[src/rtl/rotate_seq_ctrl.sv]
// rtl/rotate_seq_ctrl.sv - load/shift sequencer for an external rotate_reg
//
// Purpose:
//   Accepts a (data, amount) request. Pulses the attached register's load with
//   the data, then issues one single-bit rotate pulse per unit of the effective
//   amount. The register contents are returned on a valid/ready response
//   channel. Requesters never drive the register's ld/sh directly.
//
// Optional feature (macro ROT_MOD_EN):
//   defined   - effective amount = req_amt mod bit_width (low-bit mask).
//               bit_width must be a power of two and 2**amt_width >= bit_width.
//   undefined - effective amount = req_amt, so full wraps are pulsed out.
//
// Ports:
//   clk        in   rising-edge clock
//   rst        in   asynchronous active-low reset
//   req_valid  in   request present
//   req_ready  out  controller can accept a request (IDLE only)
//   req_data   in   value to load into the register
//   req_amt    in   number of single-bit rotations
//   reg_ld     out  rotate_reg load strobe
//   reg_sh     out  rotate_reg single-bit rotate strobe
//   reg_din    out  rotate_reg data_in (hold register)
//   reg_dout   in   rotate_reg data_out
//   rsp_valid  out  result available (RESP only)
//   rsp_ready  in   consumer takes result
//   rsp_data   out  rotated result, zero outside RESP
//   busy       out  high in any state other than IDLE

module rotate_seq_ctrl #(
  parameter int bit_width = 8,
  parameter int amt_width = 4
) (
  input  logic                 clk,
  input  logic                 rst,
  input  logic                 req_valid,
  output logic                 req_ready,
  input  logic [bit_width-1:0] req_data,
  input  logic [amt_width-1:0] req_amt,
  output logic                 reg_ld,
  output logic                 reg_sh,
  output logic [bit_width-1:0] reg_din,
  input  logic [bit_width-1:0] reg_dout,
  output logic                 rsp_valid,
  input  logic                 rsp_ready,
  output logic [bit_width-1:0] rsp_data,
  output logic                 busy
);

  typedef enum logic [1:0] {
    IDLE  = 2'd0,
    LOAD  = 2'd1,
    SHIFT = 2'd2,
    RESP  = 2'd3
  } state_e;

  state_e               state_q, state_d;
  logic [amt_width-1:0] cnt_q,   cnt_d;
  logic [bit_width-1:0] hold_q,  hold_d;
  logic [amt_width-1:0] eff_amt;

`ifdef ROT_MOD_EN
  // The modulo is a plain mask, so it only works for power-of-two widths
  // whose index fits in the amount field.
  if (((bit_width & (bit_width - 1)) != 0) || (bit_width > (1 << amt_width))) begin : g_mod_check
    $error("rotate_seq_ctrl: ROT_MOD_EN needs power-of-two bit_width and 2**amt_width >= bit_width");
  end

  localparam logic [amt_width-1:0] MOD_MASK = amt_width'(bit_width - 1);

  assign eff_amt = req_amt & MOD_MASK;
`else
  assign eff_amt = req_amt;
`endif

  always_ff @(posedge clk or negedge rst) begin
    if (!rst) begin
      state_q <= IDLE;
      cnt_q   <= '0;
      hold_q  <= '0;
    end else begin
      state_q <= state_d;
      cnt_q   <= cnt_d;
      hold_q  <= hold_d;
    end
  end

  always_comb begin
    state_d = state_q;
    cnt_d   = cnt_q;
    hold_d  = hold_q;
    case (state_q)
      IDLE: begin
        if (req_valid) begin
          hold_d  = req_data;
          cnt_d   = eff_amt;
          state_d = LOAD;
        end
      end
      LOAD: begin
        state_d = (cnt_q == '0) ? RESP : SHIFT;
      end
      SHIFT: begin
        // The counter holds the pulses still to issue including this one,
        // so a value of 1 means this is the final sh cycle.
        cnt_d = cnt_q - 1'b1;
        if (cnt_q == amt_width'(1)) begin
          state_d = RESP;
        end
      end
      RESP: begin
        if (rsp_ready) begin
          state_d = IDLE;
        end
      end
      default: begin
        state_d = IDLE;
      end
    endcase
  end

  // Outputs decode straight from the state register so an asynchronous reset
  // drops them without waiting for a clock edge.
  always_comb begin
    req_ready = (state_q == IDLE);
    busy      = (state_q != IDLE);
    reg_ld    = (state_q == LOAD);
    reg_sh    = (state_q == SHIFT);
    rsp_valid = (state_q == RESP);
    reg_din   = hold_q;
    rsp_data  = (state_q == RESP) ? reg_dout : '0;
  end

endmodule
[config.mk]
export PLATFORM = sky130hd
export DESIGN_NAME = rotate_seq_ctrl
export DESIGN_NICKNAME = d
export VERILOG_FILES = /design/src/rtl/rotate_seq_ctrl.sv
export SDC_FILE = /design/constraint.sdc
export NUM_CORES = 1
export LEC_CHECK = 0
export BUFFER_PORTS_ARGS = -buffer_cell sky130_fd_sc_hd__buf_2
export CAP_MARGIN = 5
export CORE_ASPECT_RATIO = 0.8
export CORE_UTILIZATION = 43
export DETAILED_ROUTE_END_ITERATION = 16
export PLACE_DENSITY = 0.85
export SYNTH_ARGS = -nofsm -noshare
export SYNTH_HDL_FRONTEND = slang
export SYNTH_SLANG_ARGS = --single-unit
[constraint.sdc]
create_clock -name clk -period 2.4 [get_ports clk]
set_input_delay 0.36 -clock clk [delete_from_list [all_inputs] [get_ports clk]]
set_output_delay 0.36 -clock clk [all_outputs]
set_load 0.02 [all_outputs]
; Word level (Yosys, flattened, before mapping)
; Index checks and enable logic that the tools add are counted.
[word_totals]
ram_bits = 0
register_bits = 14
latchBits = 0
in_bits = 24
mem_count = 0
rom_bits = 0
word_cells = 26
output_inout_bits = 21
[op_classes]
n_shift = 0
bitwise_logic = 0
magnitude_cmp = 0
n_div = 0
add_sub_neg = 1
n_eq_ne = 7
muxes = 8
reduce_logical = 7
multipliers = 0
[op_table]
columns = cell, count
row1 = 8-bit 2-to-1 mux, 1
row2 = 2-bit case mux with 4 select lines, 1
row3 = 4-bit case mux with 2 select lines, 1
row4 = 2-bit 2-to-1 mux, 3
row5 = "2-bit == test, second input constant", 2
row6 = "4-bit by 1-bit == test with 1-bit output, second input constant", 1
row7 = 4-bit logical NOT, 1
row8 = 4-bit 2-to-1 mux, 1
row9 = "2-bit by 1-bit inequality test with 1-bit output, second input constant", 2
row10 = 2-bit AND reduction, 2
row11 = 2-bit nonzero test, 2
row12 = "4-bit by 1-bit subtractor with 4-bit output, second input constant", 1
row13 = 3-bit AND reduction, 1
row14 = "2-bit by 1-bit == test with 1-bit output, second input constant", 1
row15 = 2-bit logical NOT, 1
row16 = "2-bit inequality test, second input constant", 1
row17 = 1-bit 2-to-1 mux, 1

; Depth between registers and ports, before layout
[logic_depth]
depth_word = 3
depth_mapped = 7
depth_no_buf = 5

; Least setup slack after synthesis
; No wires, ideal clock.
[synth_timing]
path_type = flip-flop to flip-flop
start = register state_q[0]
end = register state_q[1]
period_less_slack_ps = 1815
path_buffers = 2
setup_slack_ps = 585
stages_incl_launch_ff = 8
arrival_ps = 1688
setup_time_ps = 128
path_cell_list = dfrtp_1 inv_1 ha_1 buf_2 nor2b_1 buf_2 a211oi_2 mux2_1
[synth_via]
elab_chain_cells = 3
[synth_lines]
columns = item, line_no
row1 = "start, declared", 57  ; state_e state_q, state_d;
row2 = "start signal, assigned", 82  ; state_q <= state_d;
row3 = 2-bit logical NOT (*), --
row4 = named net req_ready, 37  ; output logic req_ready,
row5 = 2-bit inequality test (no line), --
row6 = 3-bit AND reduction (no line), --
; Mark *: on every way through the listed nets, which the timed path passes. The rest lies on a longest branch.
; A chain may end at the register's enable or synchronous reset.

; Worst setup path after layout
[layout_timing]
start = register state_q[0]
end = register cnt_q[1]
[layout_via]
elab_chain_cells = 3
[layout_lines]
columns = item, line_no
row1 = 2-bit == test / 2-bit logical NOT (equally long branches), 92  ; case (state_q)
row2 = 2-bit nonzero test (no line) / 2-bit inequality test (equally long branches), --
row3 = 2-bit AND reduction (no line), --
row4 = "end signal, assigned", 83  ; cnt_q <= cnt_d;
row5 = "end, declared", 58  ; logic [amt_width-1:0] cnt_q, cnt_d;
; Several ways; a longest one is shown, not always the timed one.

==> results.toml <==
[timing]
worst_pin_slew_ps = 469.6
rsz0062_at_grt = "no"
finalSetupViolations = 0
setup_tns_ps = 0
period_needed_ps = 1939
slew_headroom_pct = 68.70
fin_skew_ps = 1.766
slew_violations = 0
finalHoldViolations = 0
fin_crit_sh_pct = 80.80
fmax_ghz = 0.5157

[drt]
post_drt_wl_per_cell_um = 13.41
drt_first_pass_iters = 4
viasPerCell = 5.048
drt_drc_violations_left = 0
drtIter0Drc = 5
wl_um = 1958
antenna_left = 0
vias = 737

[clock_network]
clock-sinks = 14
numCtsBuffers = 3
cts_root_buffer = "clkbuf_4"
max-clock-path-buffers = 2
cts_htree_levels = 1
cts_tree = "yes"
clk_latency_ps = 270
cts-resized-gates = 0
clk_pin_slew_worst_paths_ps = 80

[worst_setup_path]
cp_data_arrival_time_ps = 2100
cp_cell_sequence = "inv_1 > ha_1 > nor2b_1 > buf_4 > nor2_1 > a211oi_1"
cp_num_buf_inv = 2
cp-start-kind = "register"
cp_top_family = "simple AND/OR/NAND/NOR gates"
cpPeakStageDelay_ps = 420
critPathCaptureType = "register"
critPathMaxFanout = 10
cp_slowest_cell = "dfrtp_1"
critPathKind = "register to register"
cp.required_ps = 2560

[hold_path]
hold_class = "input pin to register"

[place]
dp.cells = 141
port_buffers = 44
place_congestion = 0.8244
place_hpwl_um = 1531

[global_route]
grt_max_degree = 15
gr-total-overflow = 0
grt_pass1_vias = 742
antenna_found_initial = 0
grt_use_total_pct = 20.32
grt_pass1_wl_um = 3298

[power_and_ir_drop]
p_clk_share_pct = 10.2
power.share.switching_pct = 45.30
power_density_mw_per_mm2 = 1393
p_seq_share_pct = 29.2
internal-power_uw = 862.7
p_switching_uw = 714.6
pwr-share-comb_pct = 60.6
p_leak_uw = 0.0005959
ir_drop_uv = 918.4

[synthesis]
synth_flop_cell = "dfrtp_1"
netlist_area_um2 = 849.6
yosysUniqueCellTypes = 30
ys_seq_area_share_pct = 41.24
ys_async_sr_fraction_pct = 100.0
synthCells = 78
syn_area_per_cell_um2 = 10.89
synth_edf_count = 0
synthesis.nets = 109
ys_warn_count = 0
synth.ff_latch_count = 14

[floorplanning]
core_mm2 = 0.001740
io_pins = 45
dieWidth_um = 51.70
core.rowCount = 13
die_area_mm2 = 0.002159
initial_utilization_pct = 48.81
die_h_um = 41.76

[cells_and_area]
nNetsFinal = 156
fin_cells = 146
antenna_cells = 0
drive_above_1_share_pct = 50.00
syn2layout_area_growth_pct = 33.28
utilization_pct = 65.06

[flow_run]
maxCapViolCount = 0

[run_status]
status = "finished, final reports clean"
[worst paths after layout]
kind | slack, ps | end | cells after the start | start
max | 460 | cnt_q[1] | 6 | state_q[0]
max reg2reg | 460 | cnt_q[1] | 6 | state_q[0]
min | 320 | reg_din[1] | 2 | req_data[1]
min in group asynchronous | 510 | cnt_q[3] | 2 | rst
max in group asynchronous | 1660 | state_q[1] | 2 | rst
min reg2reg | 520 | reg_din[0] | 1 | reg_din[0]
[cell usage in the layout (no fill, tap or decap), drive strengths merged, types with 2 or more instances in the layout]
master,Yosys,routed
buf,3,45
nor2,4,4
and2,8,8
a21oi,3,3
nor2b,2,2
dfrtp,14,14
clkbuf,1,4
a211oi,2,2
inv,6,6
nand2,2,2
mux2,10,10
ha,7,7
[flip-flops by register name, summed over array words and instances (netlist names)]
signal / flops
cnt_q: 4
reg_din: 8
state_q: 2
[cell usage after synthesis, types with 2 or more instances]
| library cell | number | share of area [%] |
|---|---|---|
| mux2_2 | 9 | 12 |
| nand2_1 | 2 | 0.88 |
| a21oi_1 | 3 | 1.8 |
| buf_2 | 3 | 1.8 |
| inv_1 | 6 | 2.7 |
| nor2b_1 | 2 | 1.5 |
| dfrtp_1 | 14 | 41 |
| nor2_1 | 4 | 1.8 |
| ha_1 | 7 | 10 |
| and2_1 | 8 | 5.9 |
[power groups by stage]
stage / logic, µW / clock network [µW] / registers [µW]
floorplan: 617 / 0 / 524
global placement: 921 / 0 / 446
detailed placement: 961 / 0 / 460
CTS: 963 / 166 / 459
global route: 1040 / 179 / 475
finish: 955 / 161 / 461
[routing by layer]
layer | share of wire, % | wire [µm] | track usage (%)
met4 | 0.61 | 12 | 4.865
met2 | 51 | 991 | 34.81
met5 | 0 | 0 | 0
met3 | 3.0 | 58 | 2.198
met1 | 46 | 895 | 27.13
[stage by stage]
stage	hold WS [ps]	total power, µW	worst slack, ps	cell area [µm²]
2_1_floorplan	64.41	1141	584.6	849.6
4_1_cts	314.6	1588	465.7	1132
3_5_place_dp	262.9	1421	479.4	1086
6_report	322.2	1577	460.8	1132
3_3_place_gp	260.0	1366	634.1	1086
5_1_grt	309.4	1697	304.4	1132
[final cells by class]
cell class                      count  area, µm²
Inverter                            6      22.52
Sequential cell                    14      350.3
Multi-Input combinational cell     54      457.9
Clock buffer                        4      36.28
Timing Repair Buffer               46      237.7
Fill cell                         150      608.1
Tap cell                           22      27.53
[kinds of logic (layout without fill, tap and decap cells)]
group           Yosys count  after routing  share of synthesized area (%)
simple gates             23             23                          15.46
fa+ha+maj                 7              7                          10.31
compound gates           14             14                          14.88
flops                    14             14                          41.24
mux                      10             10                          13.26
buf+inv                  10             56                          4.859
[timing repair]
action                                 CTS  global route
setup buffers                            0             0
hold buffers                             1             0
endpoints found under the hold margin   14             0
No activity file was read; power rests on OpenSTA's default activity.
